$ cat src/rtl/vram_port_arbiter.sv
// Arbitrates one registered-read RAM port between video scanout (VID) and the CPU bus.
// Build macro ARB_ROUND_ROBIN_EN swaps fixed VID priority for alternating priority.
module vram_port_arbiter #(
    parameter int unsigned AW       = 10,
    parameter int unsigned DW       = 8,
    parameter int unsigned MAX_WAIT = 3
) (
    input  logic          clk_sys,
    input  logic          reset,
    input  logic          vid_req,
    input  logic [AW-1:0] vid_addr,
    output logic          vid_ack,
    output logic [DW-1:0] vid_rdata,
    input  logic          cpu_req,
    input  logic          cpu_we,
    input  logic [AW-1:0] cpu_addr,
    input  logic [DW-1:0] cpu_wdata,
    output logic          cpu_ack,
    output logic [DW-1:0] cpu_rdata,
    output logic          ram_ce,
    output logic          ram_wren,
    output logic [AW-1:0] ram_addr,
    output logic [DW-1:0] ram_data,
    input  logic [DW-1:0] ram_q
);
    typedef enum logic [1:0] {StIdle, StIssue, StResp} state_e;
    typedef enum logic {OwnVid, OwnCpu} owner_e;

    localparam logic [3:0] MaxWait = 4'(MAX_WAIT);

    state_e        state_q, state_d;
    owner_e        owner_q, owner_d;
    logic [3:0]    wait_cnt_q, wait_cnt_d;
    logic          vid_ack_q, vid_ack_d;
    logic          cpu_ack_q, cpu_ack_d;
    logic          ram_ce_q, ram_ce_d;
    logic          ram_wren_q, ram_wren_d;
    logic [AW-1:0] ram_addr_q, ram_addr_d;
    logic [DW-1:0] ram_data_q, ram_data_d;
    logic [DW-1:0] vid_rdata_q, vid_rdata_d;
    logic [DW-1:0] cpu_rdata_q, cpu_rdata_d;

    logic vid_elig, cpu_elig, vid_win, cpu_win;

    // A request still high during its own ack cycle is the old one; ignore it.
    assign vid_elig = vid_req & ~vid_ack_q;
    assign cpu_elig = cpu_req & ~cpu_ack_q;

`ifdef ARB_ROUND_ROBIN_EN
    assign cpu_win = cpu_elig & (~vid_elig | (owner_q == OwnVid));

    logic unused_wait;
    assign unused_wait = ^{wait_cnt_q, MaxWait};
`else
    // CPU only overrides VID after watching MAX_WAIT VID grants go by.
    assign cpu_win = cpu_elig & (~vid_elig | (wait_cnt_q == MaxWait));
`endif
    assign vid_win = vid_elig & ~cpu_win;

    always_comb begin
        state_d     = state_q;
        owner_d     = owner_q;
        wait_cnt_d  = wait_cnt_q;
        vid_ack_d   = 1'b0;
        cpu_ack_d   = 1'b0;
        ram_ce_d    = ram_ce_q;
        ram_wren_d  = ram_wren_q;
        ram_addr_d  = ram_addr_q;
        ram_data_d  = ram_data_q;
        vid_rdata_d = vid_rdata_q;
        cpu_rdata_d = cpu_rdata_q;

        unique case (state_q)
            StIdle: begin
`ifdef ARB_ROUND_ROBIN_EN
                wait_cnt_d = '0;
`else
                if (cpu_win || !cpu_req) begin
                    wait_cnt_d = '0;
                end else if (vid_win && cpu_elig && (wait_cnt_q != MaxWait)) begin
                    wait_cnt_d = wait_cnt_q + 4'd1;
                end
`endif
                if (cpu_win) begin
                    state_d    = StIssue;
                    owner_d    = OwnCpu;
                    ram_ce_d   = 1'b1;
                    ram_wren_d = cpu_we;
                    ram_addr_d = cpu_addr;
                    ram_data_d = cpu_wdata;
                end else if (vid_win) begin
                    state_d    = StIssue;
                    owner_d    = OwnVid;
                    ram_ce_d   = 1'b1;
                    ram_wren_d = 1'b0;
                    ram_addr_d = vid_addr;
                    ram_data_d = '0;
                end
            end
            StIssue: begin
                ram_ce_d   = 1'b0;
                ram_wren_d = 1'b0;
                state_d    = StResp;
            end
            StResp: begin
                state_d = StIdle;
                if (owner_q == OwnCpu) begin
                    cpu_rdata_d = ram_q;
                    cpu_ack_d   = 1'b1;
                end else begin
                    vid_rdata_d = ram_q;
                    vid_ack_d   = 1'b1;
                end
            end
            default: state_d = StIdle;
        endcase
    end

    // An ISSUE-cycle command is already on the port when reset is sampled, so it still lands.
    always_ff @(posedge clk_sys) begin
        if (reset) begin
            state_q     <= StIdle;
            owner_q     <= OwnVid;
            wait_cnt_q  <= '0;
            vid_ack_q   <= 1'b0;
            cpu_ack_q   <= 1'b0;
            ram_ce_q    <= 1'b0;
            ram_wren_q  <= 1'b0;
            ram_addr_q  <= '0;
            ram_data_q  <= '0;
            vid_rdata_q <= '0;
            cpu_rdata_q <= '0;
        end else begin
            state_q     <= state_d;
            owner_q     <= owner_d;
            wait_cnt_q  <= wait_cnt_d;
            vid_ack_q   <= vid_ack_d;
            cpu_ack_q   <= cpu_ack_d;
            ram_ce_q    <= ram_ce_d;
            ram_wren_q  <= ram_wren_d;
            ram_addr_q  <= ram_addr_d;
            ram_data_q  <= ram_data_d;
            vid_rdata_q <= vid_rdata_d;
            cpu_rdata_q <= cpu_rdata_d;
        end
    end

    assign vid_ack   = vid_ack_q;
    assign cpu_ack   = cpu_ack_q;
    assign ram_ce    = ram_ce_q;
    assign ram_wren  = ram_wren_q;
    assign ram_addr  = ram_addr_q;
    assign ram_data  = ram_data_q;
    assign vid_rdata = vid_rdata_q;
    assign cpu_rdata = cpu_rdata_q;

endmodule

$ cat config.mk
export PLATFORM = sky130hd
export DESIGN_NAME = vram_port_arbiter
export DESIGN_NICKNAME = d
export VERILOG_FILES = /design/src/rtl/vram_port_arbiter.sv
export SDC_FILE = /design/constraint.sdc
export NUM_CORES = 1
export LEC_CHECK = 0
export ABC_AREA = 0
export CORE_ASPECT_RATIO = 1.75
export CORE_MARGIN = 3
export CORE_UTILIZATION = 30
export CTS_BUF_LIST = sky130_fd_sc_hd__clkbuf_8
export CTS_CLUSTER_SIZE = 28
export DETAILED_ROUTE_END_ITERATION = 12
export PLACE_DENSITY = 0.65
export SLEW_MARGIN = 20
export SYNTH_ARGS = -nofsm -noshare
export SYNTH_HDL_FRONTEND = slang
export SYNTH_SLANG_ARGS = --single-unit
$ cat constraint.sdc
create_clock -name clk_sys -period 1.79 [get_ports clk_sys]
set_input_delay 0.2685 -clock clk_sys [delete_from_list [all_inputs] [get_ports clk_sys]]
set_output_delay 0.2685 -clock clk_sys [all_outputs]
set_load 0.1 [all_outputs]
### Yosys cells after proc, flatten, opt, wreduce, memory -nomap -nowiden

Cells that the tools add are included.

* add/subtract/negate cells: 1
* eq/ne operators: 5
* muxes and demuxes: 18
* bitwise operators: 11
* reductions and logical operators: 14

Operators with widths (count)
* 10-bit 2-to-1 mux: 2
* 8-bit 2-to-1 mux: 2
* 2-bit AND reduction: 5
* 4-bit 2-to-1 mux: 2
* 1-bit 2-to-1 mux: 7
* 1-bit NOT: 6
* 2-bit nonzero test: 3
* 4-bit by 1-bit adder with 4-bit output, second input constant: 1
* 1-bit AND: 4
* 4-bit by 2-bit == test with 1-bit output, second input constant: 1
* 2-bit 2-to-1 mux: 2
* 4-bit by 2-bit != test with 1-bit output, second input constant: 1
* 1-bit case mux with 2 select lines: 2
* 2-bit case mux with 2 select lines: 1
* 3-bit != test, second input constant: 1
* 2-bit by 1-bit == test with 1-bit output, second input constant: 1
* 2-bit == test, second input constant: 1
* 1-bit logical AND: 2
* 2-bit zero test: 1
* 2-bit OR reduction: 1
* 1-bit zero test: 1
* 1-bit logical OR: 1
* 1-bit OR: 1

* bits in registers: 45
* bits of input ports: 41
* output and inout port bits: 38
* word-level logic and storage cells: 60

### Longest topological paths before layout

Gate-level depths: netlist of run 1.

* word-level depth: 11
* depth in mapped cells: 6
* mapped depth without buffers: 5

### Least setup slack after synthesis of run 1

OpenSTA, ideal clock, no wires.

* path kind: register -> register
* from: reg cpu_ack_q (netlist: cpu_ack)
* to: reg ram_data_q[1] (netlist: ram_data[1])
* library setup time: 68 ps
* data arrival time: 1974 ps
* path slack: -252 ps
* cell stages (with the launch flop): 6
* path buffers: 1
* clock period less this slack: 2042 ps
* path through: dfxtp_1 nand2b_1 a211o_1 clkbuf_1 a22oi_1 nor2_1

* word-level cells in the longest chain between the ends: 7
* elaborated cells between the ends (all ways): 8
* those cells by class: 1 x mux; 5 x bitwise; 2 x reduce/logical

RTL lines
* start: declaration: line 35 `logic cpu_ack_q, cpu_ack_d;`
* start signal: assignment: line 138 `cpu_ack_q <= cpu_ack_d;`
* 1-bit NOT *: line 47 `assign cpu_elig = cpu_req & ~cpu_ack_q;`
* 1-bit AND *: line 47
* 1-bit AND *: line 56 `assign cpu_win = cpu_elig & (~vid_elig | (wait_cnt_q == MaxWait));`
* 1-bit NOT: line 58 `assign vid_win = vid_elig & ~cpu_win;`
* 1-bit AND: line 58
* 2-bit nonzero test (no line)
* 2-bit AND reduction (no line)
* end signal: assignment: line 142 `ram_data_q <= ram_data_d;`
* end: declaration: line 39 `logic [DW-1:0] ram_data_q, ram_data_d;`

Mark *: on every way between the ends. The rest lies on a longest branch, timed or not.
A chain may end at the register's enable or synchronous reset.

### Final worst setup path of run 1

* from: reg wait_cnt_q[1]
* to: reg ram_data_q[6] (netlist: ram_data[6])

* word-level cells in the longest chain between the ends: 7
* elaborated cells between the ends (all ways): 8
* those cells by class: 1 x eq/ne; 1 x mux; 4 x bitwise; 2 x reduce/logical

RTL lines
* start: declaration: line 33 `logic [3:0] wait_cnt_q, wait_cnt_d;`
* start signal: assignment: line 136 `wait_cnt_q <= wait_cnt_d;`
* 4-bit by 2-bit == test with 1-bit output *: line 56
* 1-bit OR *: line 56
* 1-bit AND *: line 56
* 1-bit NOT: line 58
* 1-bit AND: line 58
* 2-bit nonzero test (no line)
* 2-bit AND reduction (no line)

Marks and branches as above.

==> results.sh, run 1 <==
export IMPL_synth_seq_cells=45
export IMPL_power_total_mw=2.596
export IMPL_regArea_sq_um=905.9
export IMPL_setup_viol=0
export IMPL_netlist_area_sq_um=1760
export IMPL_status="finished clean"
export IMPL_firstDrtPassIters=4
export IMPL_cts_buffers=5
export IMPL_die_w_um=63.91
export IMPL_grt_antenna_before_repair=0
export IMPL_worstMarginPinSlew_ns=0.4725
export IMPL_synth_edf_count=0
export IMPL_grt_pass1_vias=1566
export IMPL_worstHoldStart="ram_ce"
export IMPL_initial_core_util_pct=31.27
export IMPL_synth_most_common_cell="dfxtp_1"
export IMPL_drive_above_1_share_pct=27.61
export IMPL_fillers=541
export IMPL_dpl_cell_area_sq_um=2606
export IMPL_fmax_mhz=579.5
export IMPL_post_drt_wl_per_cell_um=13.67
export IMPL_maxSlewViolCount=0
export IMPL_path_max_fanout=5
export IMPL_synth_top_cells_by_area="dfxtp_1, mux2i_1, nor2_1"
export IMPL_cts_setup_buffers=0
export IMPL_period_share_pct=96.41
export IMPL_holdPathEnd="ram_ce"
export IMPL_gp_congestion=0.7065
export IMPL_syn_nets=221
export IMPL_syn_inst=179
export IMPL_cp_start_kind="flip-flop"
export IMPL_die_y_um=107.3
export IMPL_peakVddDrop_uv=641.4
export IMPL_routed_wl_um=4702
export IMPL_io_pins=79
export IMPL_critPathRequiredTime_ns=2.02
export IMPL_yosysUniqueCellTypes=29
export IMPL_grt_max_degree=46
export IMPL_relSlewSlack_pct=68.50
export IMPL_r2r_end="ram_data[6]"
export IMPL_area_growth_pct=58.21
export IMPL_ys_seq_area_share_pct=51.17
export IMPL_diodes=0
export IMPL_drtIter0Drc=74
export IMPL_core_area_sq_um=5630
export IMPL_finClkSkew_ns=0.003854
export IMPL_cts_sink_count=45
export IMPL_drc=0
export IMPL_cp_arrival_ns=1.96
export IMPL_fin_setup_tns_ns=0
export IMPL_final_cell_area_sq_um=2785
export IMPL_reg2reg_setup_slack_ns=0.06
export IMPL_p_per_area_nw_per_um2=932.2
export IMPL_yosys_top_cells_count="dfxtp_1, nor2_1, mux2i_1"
export IMPL_portBuffers=78
export IMPL_track_usage_pct=13.67
export IMPL_yosys_area_top_type="dfxtp_1"
export IMPL_cts_buffer_depth=2
export IMPL_yosysTopAreaCellShare_pct=51.17
export IMPL_r2r_cells=6
export IMPL_path_clk_slew_ns=0.08
export IMPL_maxCapViolations=0
export IMPL_hold_buffers=0
export IMPL_fin_nets=309
export IMPL_critPathKind="reg2reg"
export IMPL_hpwl_um=3306
export IMPL_grt_overflow=0
export IMPL_multi_input_area_sq_um=843.3
export IMPL_htree_levels=2
export IMPL_fp_row_count=36
export IMPL_hold_path_class="reg2reg"
export IMPL_yosysWarnings=0
export IMPL_hold_depth=2
export IMPL_min_period_ns=1.726
export IMPL_post_drt_via_cell_ratio=4.634
export IMPL_p_leak_nw=1.191
export IMPL_hold_violations=0
export IMPL_cp_end_kind="flip-flop"
export IMPL_cts_tree="done"
export IMPL_worstReg2RegStart="wait_cnt_q[1]"
export IMPL_clkLatencyLatePin_ns=0.29
export IMPL_ys_async_sr_fraction_pct=0
export IMPL_cts_root_buf="clkbuf_8"
export IMPL_ant_nets=0
export IMPL_num_vias=1594
export IMPL_die_area_sq_um=6859
export IMPL_synth_flop_cell="dfxtp_1"
export IMPL_avgSynthCellArea_sq_um=9.835
export IMPL_grt_pass1_wl_um=7403
metal layers:
metal	share of wire, %	track usage [%]
met1	37	13.88
met5	0	0
met2	56	26.05
met3	5.5	3.030
met4	1.4	5.564
layout make-up:
type	instances	area share, %
tap	76	3.414
clock buffer	6	2.965
sequential	45	32.52
multi-input combinational	121	30.28
clock inverter	2	1.213
timing repair buffer	94	29.60
worst max-delay path, stage by stage (launching register included):
cell	delay [ns]
dfxtp_2	0.36
ha_4	0.13
or3b_4	0.42
a2111oi_4	0.37
buf_4	0.21
a22oi_1	0.07
nor2_1	0.09
power breakdown:
part | internal, mW | total (mW) | leakage (nW) | switching (mW)
clock network | 0.449 | 0.779 | 0.0626 | 0.329
logic | 0.232 | 0.731 | 0.759 | 0.499
registers | 1.05 | 1.09 | 0.369 | 0.0318
total | 1.74 | 2.60 | 1.19 | 0.860
cells by family after synthesis:
| group | synth area share [%] |
|---|---|
| and+or+nand+nor | 15.35 |
| DFF | 51.17 |
| AOI/OAI and AO/OA | 14.86 |
| muxes | 14.78 |
| buffers and inverters | 3.128 |
| adders and majority gates | 0.7106 |
layout by cell type, fill, tap and decap left out, types with 2 or more instances in the layout:
cell,count
mux2i_1,26
buf_4,50
dfxtp_2,4
a32oi_1,2
dfxtp_1,41
a211oi_1,10
buf_6,3
clkdlybuf4s50_1,39
nand3b_1,2
nand2b_1,3
a22oi_2,2
a22oi_1,6
a21oi_1,3
a31oi_1,3
nor2_1,42
nor2b_1,2
clkbuf_8,6
o21ai_0,2
nand2_1,4
flip-flops by register name, indices dropped and copies added, names as in the netlist:
signal,count
cpu_ack,1
cpu_rdata,8
owner_q,1
ram_addr,10
ram_ce,1
ram_data,8
ram_wren,1
state_q,2
vid_ack,1
vid_rdata,8
wait_cnt_q,4
repair_timing:
action,4_1_cts,5_1_grt
setup endpoints to repair,1,16
pin swaps,0,4
gates cloned,1,1
gates resized for setup,3,10
stage by stage:
step           setup WS [ns]  utilization [%]  hold WS [ns]  std cells
2_1_floorplan        0.03172                -        0.4055        179
3_3_place_gp        -0.07522            46.29        0.4459        334
3_5_place_dp         -0.1435            46.29        0.4517        334
4_1_cts              0.04330            48.62        0.4634        343
5_1_grt            -0.009319            49.47        0.4965        344
6_report             0.06435            49.47        0.4607        344
worst max path at each step:
stage,start,endpoint,slack (ns),cells after the start
6_report,wait_cnt_q[1],ram_data[6],0.06,6
5_1_grt,wait_cnt_q[1],ram_data[7],-0.009,6
4_1_cts,wait_cnt_q[1],ram_addr[5],0.04,6
3_5_place_dp,cpu_req,wait_cnt_q[2],-0.14,6
3_3_place_gp,cpu_req,wait_cnt_q[2],-0.08,6
2_1_floorplan,wait_cnt_q[0],ram_data[0],0.03,5
No activity file was read; power rests on OpenSTA's default activity.
==> inputs of run 2 (changes only) <==
==> constraint.sdc (replaced) <==
create_clock -name clk_sys -period 1.79 [get_ports clk_sys]
set_input_delay 0.179 -clock clk_sys [delete_from_list [all_inputs] [get_ports clk_sys]]
set_output_delay 0.179 -clock clk_sys [all_outputs]
set_load 0.1 [all_outputs]
==> results.sh, run 2 (synthesis results as in run 1) <==
export IMPL_rsz0062_at_grt="false"
export IMPL_routed_wl_um=4667
export IMPL_worstPathCellList="ha_4, or3b_4, a21oi_2, buf_4, mux2i_1, a211oi_1"
export IMPL_die_area_sq_um=6859
export IMPL_dpl_cell_count=334
export IMPL_cp_end_kind="flip-flop"
export IMPL_die_y_um=107.3
export IMPL_drive_above_1_share_pct=27.24
export IMPL_cp_top_family="simple AND/OR/NAND/NOR gates"
export IMPL_crit_buf_inv=1
export IMPL_maxSlewViolCount=0
export IMPL_hold_path_class="in2reg"
export IMPL_switching_share_pct=33.59
export IMPL_peakVddDrop_uv=554.1
export IMPL_cp_arrival_ns=1.88
export IMPL_fin_nets=309
export IMPL_critPathRequiredTime_ns=1.95
export IMPL_seqPwrFrac_pct=41.6
export IMPL_portBuffers=78
export IMPL_hold_buffers=0
export IMPL_io_pins=79
export IMPL_post_drt_wl_per_cell_um=13.57
export IMPL_cp_start_kind="flip-flop"
export IMPL_grt_overflow=0
export IMPL_fmax_mhz=581.2
export IMPL_area_growth_pct=56.50
export IMPL_final_common_cell="buf_4"
export IMPL_p_int_mw=1.739
export IMPL_htree_levels=2
export IMPL_worstMarginPinSlew_ns=0.4792
export IMPL_ant_nets=0
export IMPL_final_cell_area_sq_um=2755
export IMPL_path_max_fanout=5
export IMPL_path_clk_slew_ns=0.09
export IMPL_cts_buffers=5
export IMPL_period_share_pct=96.11
export IMPL_hpwl_um=3268
export IMPL_cts_buffer_depth=2
export IMPL_multi_input_area_sq_um=825.8
export IMPL_clkPwrFrac_pct=30.8
export IMPL_p_per_area_nw_per_um2=950.4
export IMPL_power_switching_mw=0.8794
export IMPL_regArea_sq_um=905.9
export IMPL_slowest_delay_ns=0.40
export IMPL_power_frac_comb_pct=27.6
export IMPL_track_usage_pct=13.60
export IMPL_drtIter0Drc=44
export IMPL_status="finished clean"
export IMPL_dpl_cell_area_sq_um=2594
export IMPL_die_w_um=63.91
export IMPL_grt_max_degree=46
export IMPL_gp_congestion=0.7046
export IMPL_grt_pass1_wl_um=7334
export IMPL_cts_tree="done"
export IMPL_relSlewSlack_pct=68.05
export IMPL_grt_pass1_vias=1566
export IMPL_firstDrtPassIters=4
export IMPL_grt_antenna_before_repair=0
export IMPL_p_leak_nw=1.181
export IMPL_min_period_ns=1.720
export IMPL_largest_reg_flops=10
export IMPL_cts_root_buf="clkbuf_8"
export IMPL_diodes=0
export IMPL_clkLatencyLatePin_ns=0.29
export IMPL_crit_path_top_delay_cell="or3b_4"
export IMPL_hold_violations=0
export IMPL_setup_viol=0
export IMPL_fp_row_count=36
export IMPL_finClkSkew_ns=0.002827
export IMPL_maxCapViolations=0
export IMPL_fillers=562
export IMPL_cts_sink_count=45
export IMPL_post_drt_via_cell_ratio=4.651
export IMPL_core_area_sq_um=5630
export IMPL_drc=0
export IMPL_initial_core_util_pct=31.27
export IMPL_critPathKind="reg2reg"
export IMPL_layout_common_cells="buf_4, nor2_1, dfxtp_1"
export IMPL_num_vias=1600
export IMPL_fin_setup_tns_ns=0
export IMPL_instances_no_fill=344
run 2: cell count changes in the layout (fill, tap and decap cells not counted):
cell / previous run / this run
a21oi_4: 1 / 0
inv_1: 1 / 0
a22oi_1: 6 / 8
buf_4: 50 / 52
a21oi_2: 0 / 1
clkinvlp_4: 0 / 1
buf_6: 3 / 2
a22oi_2: 2 / 0
buf_12: 1 / 0
run 2: per-layer routing:
layer / up-vias / routed length (um) / GRT usage, %
li1: 811 / - / -
met1: 739 / 1770 / 14.47
met2: 46 / 2599 / 25.02
met3: 4 / 214 / 2.926
met4: 0 / 84 / 6.028
met5: - / 0 / 0
run 2: area by class of cell:
type                            instances  share of cell area [%]
Multi-Input combinational cell        121                   29.97
Tap cell                               76                   3.451
Clock buffer                            6                   2.997
Clock inverter                          2                   1.362
Sequential cell                        45                   32.88
Timing Repair Buffer                   94                   29.34
run 2: worst paths after layout:
check	from	to	slack [ns]	depth (start not counted)
worst max-delay path	wait_cnt_q[0]	ram_addr[1]	0.07	6
worst max register to register	wait_cnt_q[0]	ram_addr[1]	0.07	6
worst min-delay path	reset	ram_data[5]	0.42	3
worst min register to register	ram_ce	ram_ce	0.46	2
run 2: what timing repair did:
action / in CTS / in global routing
gates resized for setup: 0 / 10
setup endpoints to repair: 0 / 20
buffers inserted: 0 / 0
run 2: worst min-delay path, cell delays in order:
cell and delay [ns]:
buf_2 0.10, buf_4 0.26, nor2_1 0.14
run 2: metrics by stage:
stage                     power, mW  utilization [%]  setup slack (ns)  hold slack (ns)
after floorplan               1.607                -           0.03172           0.3160
after global placement        1.828            46.07           0.07388           0.4467
after detailed placement      1.832            46.07           0.01707           0.4524
after CTS                     2.648            48.20          0.001954           0.4253
after global routing          2.737            48.93          0.005418           0.4413
final                         2.618            48.93           0.06955           0.4168
run 2: power by group through the flow:
stage	Combinational [mW]	Sequential [mW]	Clock (mW)
floorplan	0.167	1.44	0
global placement	0.716	1.11	0
detailed placement	0.719	1.11	0
CTS	0.721	1.09	0.839
global route	0.758	1.10	0.880
finish	0.724	1.09	0.805
